## config.mk

```make
export PLATFORM = sky130hd
export DESIGN_NAME = demorgan_sweep_ctrl
export DESIGN_NICKNAME = d
export VERILOG_FILES = /design/src/rtl/demorgan_sweep_ctrl.sv
export SDC_FILE = /design/constraint.sdc
export NUM_CORES = 1
export LEC_CHECK = 0
export BUFFER_PORTS_ARGS = -buffer_cell sky130_fd_sc_hd__buf_4
export CAP_MARGIN = 15
export CORE_UTILIZATION = 56
export DETAILED_ROUTE_END_ITERATION = 8
export PLACE_DENSITY_LB_ADDON = 0.3
export SLEW_MARGIN = 15
export SYNTH_ARGS = -nofsm -noshare
export SYNTH_HDL_FRONTEND = slang
export SYNTH_SLANG_ARGS = --single-unit
export TNS_END_PERCENT = 30
```

## constraint.sdc

```tcl
create_clock -name clk -period 5.3 [get_ports clk]
set_input_delay 0.265 -clock clk [delete_from_list [all_inputs] [get_ports clk]]
set_output_delay 0.265 -clock clk [all_outputs]
set_load 0.02 [all_outputs]
```

## src/rtl/demorgan_sweep_ctrl.sv

```systemverilog
// Clocked sequencer that walks a two-input De Morgan datapath through all four
// (A,B) rows, samples its six outputs after a settle interval and grades each row.
module demorgan_sweep_ctrl #(
    parameter int unsigned SETTLE_CYCLES = 1  // legal range 1..15
) (
    input  logic       clk,
    input  logic       reset,
    input  logic       start,
    output logic       a_out,
    output logic       b_out,
    input  logic       dut_nA,
    input  logic       dut_nB,
    input  logic       dut_nAandnB,
    input  logic       dut_AnandB,
    input  logic       dut_nAornB,
    input  logic       dut_AnorB,
    output logic       busy,
    output logic       done,
    output logic       pass,
    output logic [3:0] fail_mask,
    output logic       row_valid,
    output logic [1:0] row_idx,
    output logic [5:0] row_bits
);

    typedef enum logic [1:0] {
        S_IDLE   = 2'd0,
        S_SETTLE = 2'd1,
        S_SAMPLE = 2'd2,
        S_DONE   = 2'd3
    } state_t;

    localparam logic [3:0] SETTLE_LAST = 4'(SETTLE_CYCLES - 1);

    state_t     r_state;
    logic [1:0] r_idx;
    logic [3:0] r_settle_cnt;
    logic       r_a;
    logic       r_b;
    logic       r_busy;
    logic       r_done;
    logic       r_pass;
    logic [3:0] r_fail_mask;
    logic       r_row_valid;
    logic [1:0] r_row_idx;
    logic [5:0] r_row_bits;

    logic [5:0] w_sample;
    logic [5:0] w_expected;
    logic [1:0] w_idx_next;
    logic [3:0] w_fail_next;

    // Golden response of a correct De Morgan datapath for one (A,B) row.
    function automatic logic [5:0] expected_row(input logic [1:0] row);
        logic a;
        logic b;
        a = row[1];
        b = row[0];
        return {~a, ~b, ~a & ~b, ~(a & b), ~a | ~b, ~(a | b)};
    endfunction

    assign w_sample   = {dut_nA, dut_nB, dut_nAandnB, dut_AnandB, dut_nAornB, dut_AnorB};
    assign w_expected = expected_row(r_idx);
    assign w_idx_next = r_idx + 2'd1;

    always_comb begin
        w_fail_next        = r_fail_mask;
        w_fail_next[r_idx] = (w_sample != w_expected);
    end

    always_ff @(posedge clk or posedge reset) begin
        if (reset) begin
            r_state      <= S_IDLE;
            r_idx        <= 2'd0;
            r_settle_cnt <= 4'd0;
            r_a          <= 1'b0;
            r_b          <= 1'b0;
            r_busy       <= 1'b0;
            r_done       <= 1'b0;
            r_pass       <= 1'b0;
            r_fail_mask  <= 4'd0;
            r_row_valid  <= 1'b0;
            r_row_idx    <= 2'd0;
            r_row_bits   <= 6'd0;
        end else begin
            r_row_valid <= 1'b0;
            r_done      <= 1'b0;
            case (r_state)
                S_IDLE: begin
                    if (start) begin
                        r_idx        <= 2'd0;
                        r_a          <= 1'b0;
                        r_b          <= 1'b0;
                        r_settle_cnt <= 4'd0;
                        r_fail_mask  <= 4'd0;
                        r_pass       <= 1'b0;
                        r_busy       <= 1'b1;
                        r_state      <= S_SETTLE;
                    end
                end
                S_SETTLE: begin
                    r_settle_cnt <= r_settle_cnt + 4'd1;
                    if (r_settle_cnt == SETTLE_LAST) begin
                        r_state <= S_SAMPLE;
                    end
                end
                S_SAMPLE: begin
                    // Datapath outputs are only trusted on the edge leaving this state.
                    r_row_valid <= 1'b1;
                    r_row_idx   <= r_idx;
                    r_row_bits  <= w_sample;
                    r_fail_mask <= w_fail_next;
                    if (r_idx == 2'd3) begin
                        r_pass  <= (w_fail_next == 4'd0);
                        r_done  <= 1'b1;
                        r_busy  <= 1'b0;
                        r_state <= S_DONE;
                    end else begin
                        r_idx        <= w_idx_next;
                        r_a          <= w_idx_next[1];
                        r_b          <= w_idx_next[0];
                        r_settle_cnt <= 4'd0;
                        r_state      <= S_SETTLE;
                    end
                end
                S_DONE: begin
                    r_state <= S_IDLE;
                end
                default: begin
                    r_state <= S_IDLE;
                end
            endcase
        end
    end

    assign a_out     = r_a;
    assign b_out     = r_b;
    assign busy      = r_busy;
    assign done      = r_done;
    assign pass      = r_pass;
    assign fail_mask = r_fail_mask;
    assign row_valid = r_row_valid;
    assign row_idx   = r_row_idx;
    assign row_bits  = r_row_bits;

endmodule

```

==> flow_metrics.env <==
export IMPL_syn2layout_area_growth_pct=23.0
export IMPL_hold_class="in2async"
export IMPL_die_y_um=47.7
export IMPL_cts_buffers=3
export IMPL_synthDistinctLibCells=28
export IMPL_postSynthAreaPerCell_um2=10.7
export IMPL_cts_resized=0
export IMPL_route_final_wire_length_um=2200
export IMPL_ant_nets=0
export IMPL_pin_count=27
export IMPL_clock_latency_ps=320
export IMPL_tritoncts="yes"
export IMPL_holdWs_ps=112
export IMPL_path_depth=4
export IMPL_synthFlopType="dfrtp_1"
export IMPL_grt_pass1_vias=807
export IMPL_status="finished clean"
export IMPL_htreeDepth=1
export IMPL_antenna_found_initial=0
export IMPL_synth_edf_count=0
export IMPL_postCtsSetupRepairBufs=0
export IMPL_clkTransAtPathRegs_ps=130
export IMPL_cp_required_ps=5540
export IMPL_clock_power_share_pct=17.5
export IMPL_p_switching_mw=0.288
export IMPL_cp_slowest_cell="nor2b_1"
export IMPL_start_kind="register"
export IMPL_core_area_mm2=0.00196
export IMPL_powerDensity_mw_per_mm2=530
export IMPL_rows=16
export IMPL_clockBufferDepth=2
export IMPL_path_max_fanout=13
export IMPL_drive_above_1_share_pct=30.1
export IMPL_clk_root_buffer_cell="clkbuf_4"
export IMPL_place_congestion=0.802
export IMPL_drv_slew=0
export IMPL_dieArea_mm2=0.00227
export IMPL_path_class="reg2reg"
export IMPL_setup_viol=0
export IMPL_tightest_slew_ps=964
export IMPL_slew_headroom_pct=35.6
export IMPL_ys_warn_count=0
export IMPL_drtIter0Drc=20
export IMPL_start_util_pct=59.6
export IMPL_synth_nets=124
export IMPL_p_leak_nw=0.690
export IMPL_grt_ovfl_total=0
export IMPL_reg2regPathDepth=4
export IMPL_finalClockSkew_ps=2.76
export IMPL_route_detailed_drc=0
export IMPL_grt_max_degree=25
export IMPL_firstDrtPassIters=4
export IMPL_via_per_inst=5.56
export IMPL_fin_tns_setup_ps=0
export IMPL_synthCells=109
export IMPL_cp_end_kind="register"
export IMPL_crit_arrival_ps=2530
export IMPL_grt_setup_unrepaired="no"
export IMPL_finalHoldViolations=0
export IMPL_ys_ff_latch=24
export IMPL_intPower_mw=0.474
export IMPL_grt_first_pass_wirelength_um=3480
export IMPL_timing_final_crit_share_pct=43.2
export IMPL_die_width_um=47.7
export IMPL_avgRoutedWirePerCell_um=13.5
export IMPL_crit_path_start="r_state[1]"
export IMPL_drv_cap=0
export IMPL_dp_hpwl_um=1640
export IMPL_routed_via_count=906
export IMPL_critPathTopFamily="simple AND/OR/NAND/NOR gates"
export IMPL_numPortBuffers=26
export IMPL_crit_path_cell_trace="nor2b_1 -> nand2_1 -> a221o_1 -> o31ai_1"
export IMPL_r2r_start="r_state[1]"
export IMPL_grt_usage_pct=22.8
export IMPL_path_buf_inv=0
export IMPL_combPwrFrac_pct=42.9
export IMPL_irDropWorstVdd_mv=0.395
export IMPL_ys_async_sr_fraction_pct=100
export IMPL_switching_share_pct=37.8
export IMPL_layout_min_cycle_time_ps=2290
export IMPL_nets=152
export IMPL_cts_sinks=24
export IMPL_yosysSeqAreaShare_pct=51.4
export IMPL_max_freq_mhz=437
export IMPL_netlist_area_mm2=0.00117
export IMPL_p_seq_share_pct=39.7
export IMPL_antenna_cells=0
export IMPL_postCtsHoldBufs=0
export IMPL_slowest_delay_ps=820
==> final timing paths <==
path | to | slack, ps
hold / removal | done | 110
max in group asynchronous | b_out | 4650
setup reg to reg | pass | 3010
min in group clk | row_bits[0] | 190
setup / recovery | pass | 3010
hold reg to reg | r_settle_cnt[3] | 500
==> cells by family after synthesis <==
group                      count (synthesis)  synth area share, %
muxes                                     10                 9.53
xor gates and xnor gates                   2                 1.50
buffers and inverters                     14                 4.60
adders and majority gates                  6                 6.42
and+or+nand+nor                           22                 9.32
DFF                                       24                 51.4
AOI/OAI and AO/OA                         31                 17.2
==> cell usage after synthesis, types with 2 or more instances <==
cell | instances | area share, %
a22o_1 | 4 | 3.0
ha_1 | 6 | 6.4
nor2b_1 | 3 | 1.6
xnor2_1 | 2 | 1.5
nand2_1 | 7 | 2.2
clkbuf_1 | 2 | 0.64
a21oi_1 | 2 | 0.86
mux2_2 | 9 | 8.7
inv_1 | 11 | 3.5
dfrtp_1 | 24 | 51
o31ai_1 | 3 | 1.9
nor2_1 | 5 | 1.6
o21ai_0 | 16 | 6.9
==> power by group through the flow <==
stage               sequential [mW]  clock (mW)  combinational (mW)
finish                        0.302       0.133               0.326
global placement              0.303           0               0.319
CTS                           0.302       0.134               0.330
detailed placement            0.307           0               0.326
floorplan                     0.342           0               0.172
global route                  0.313       0.141               0.363
==> area by class of cell <==
cell class / instances / area, um2
Tap cell: 27 / 33.8
Clock inverter: 1 / 30.0
Timing Repair Buffer: 26 / 195
Multi-Input combinational cell: 71 / 514
Inverter: 11 / 41.3
Fill cell: 148 / 524
Clock buffer: 3 / 22.5
Sequential cell: 24 / 601
==> cells in the final DEF, fill, tap and decap left out, drive strengths merged, types with 2 or more instances in the layout <==
| cell type | n |
|---|---|
| buf | 26 |
| ha | 6 |
| nor2b | 3 |
| dfrtp | 24 |
| inv | 11 |
| mux2 | 9 |
| o31ai | 3 |
| clkbuf | 3 |
| nand2 | 7 |
| xnor2 | 2 |
| nor2 | 5 |
| a22o | 4 |
| o21ai | 17 |
| a21oi | 2 |
==> sequential cells by signal (all words and copies together), names as in the netlist <==
| register | count |
|---|---|
| r_idx | 1 |
| done | 1 |
| pass | 1 |
| r_settle_cnt | 4 |
| busy | 1 |
| r_state | 2 |
| row_valid | 1 |
| b_out | 1 |
| row_bits | 6 |
| fail_mask | 4 |
| row_idx | 2 |
==> per-layer routing <==
metal / global-route usage (%) / share of wire [%] / vias up
li1: - / - / 434
met1: 28.7 / 44 / 441
met4: 12.8 / 2.9 / 0
met5: 0 / 0 / -
met3: 4.91 / 4.0 / 9
met2: 36.5 / 49 / 22
==> stage by stage <==
stage	setup slack, ps	utilization, %	power (mW)	std cells	instance area, um2
2_1_floorplan	3400	-	0.514	109	1170
3_3_place_gp	3150	70.6	0.622	159	1390
3_5_place_dp	3050	70.6	0.633	159	1390
4_1_cts	3000	73.3	0.767	163	1440
5_1_grt	2800	73.3	0.818	163	1440
6_report	3010	73.3	0.762	163	1440
==> worst reg2reg max path: cells and delay by family, from the launching register on <==
| family | cells | cell delay [ps] |
|---|---|---|
| compound gates | 2 | 560 |
| flops | 1 | 560 |
| simple gates | 2 | 1100 |
(Power assumes the default switching activity.)
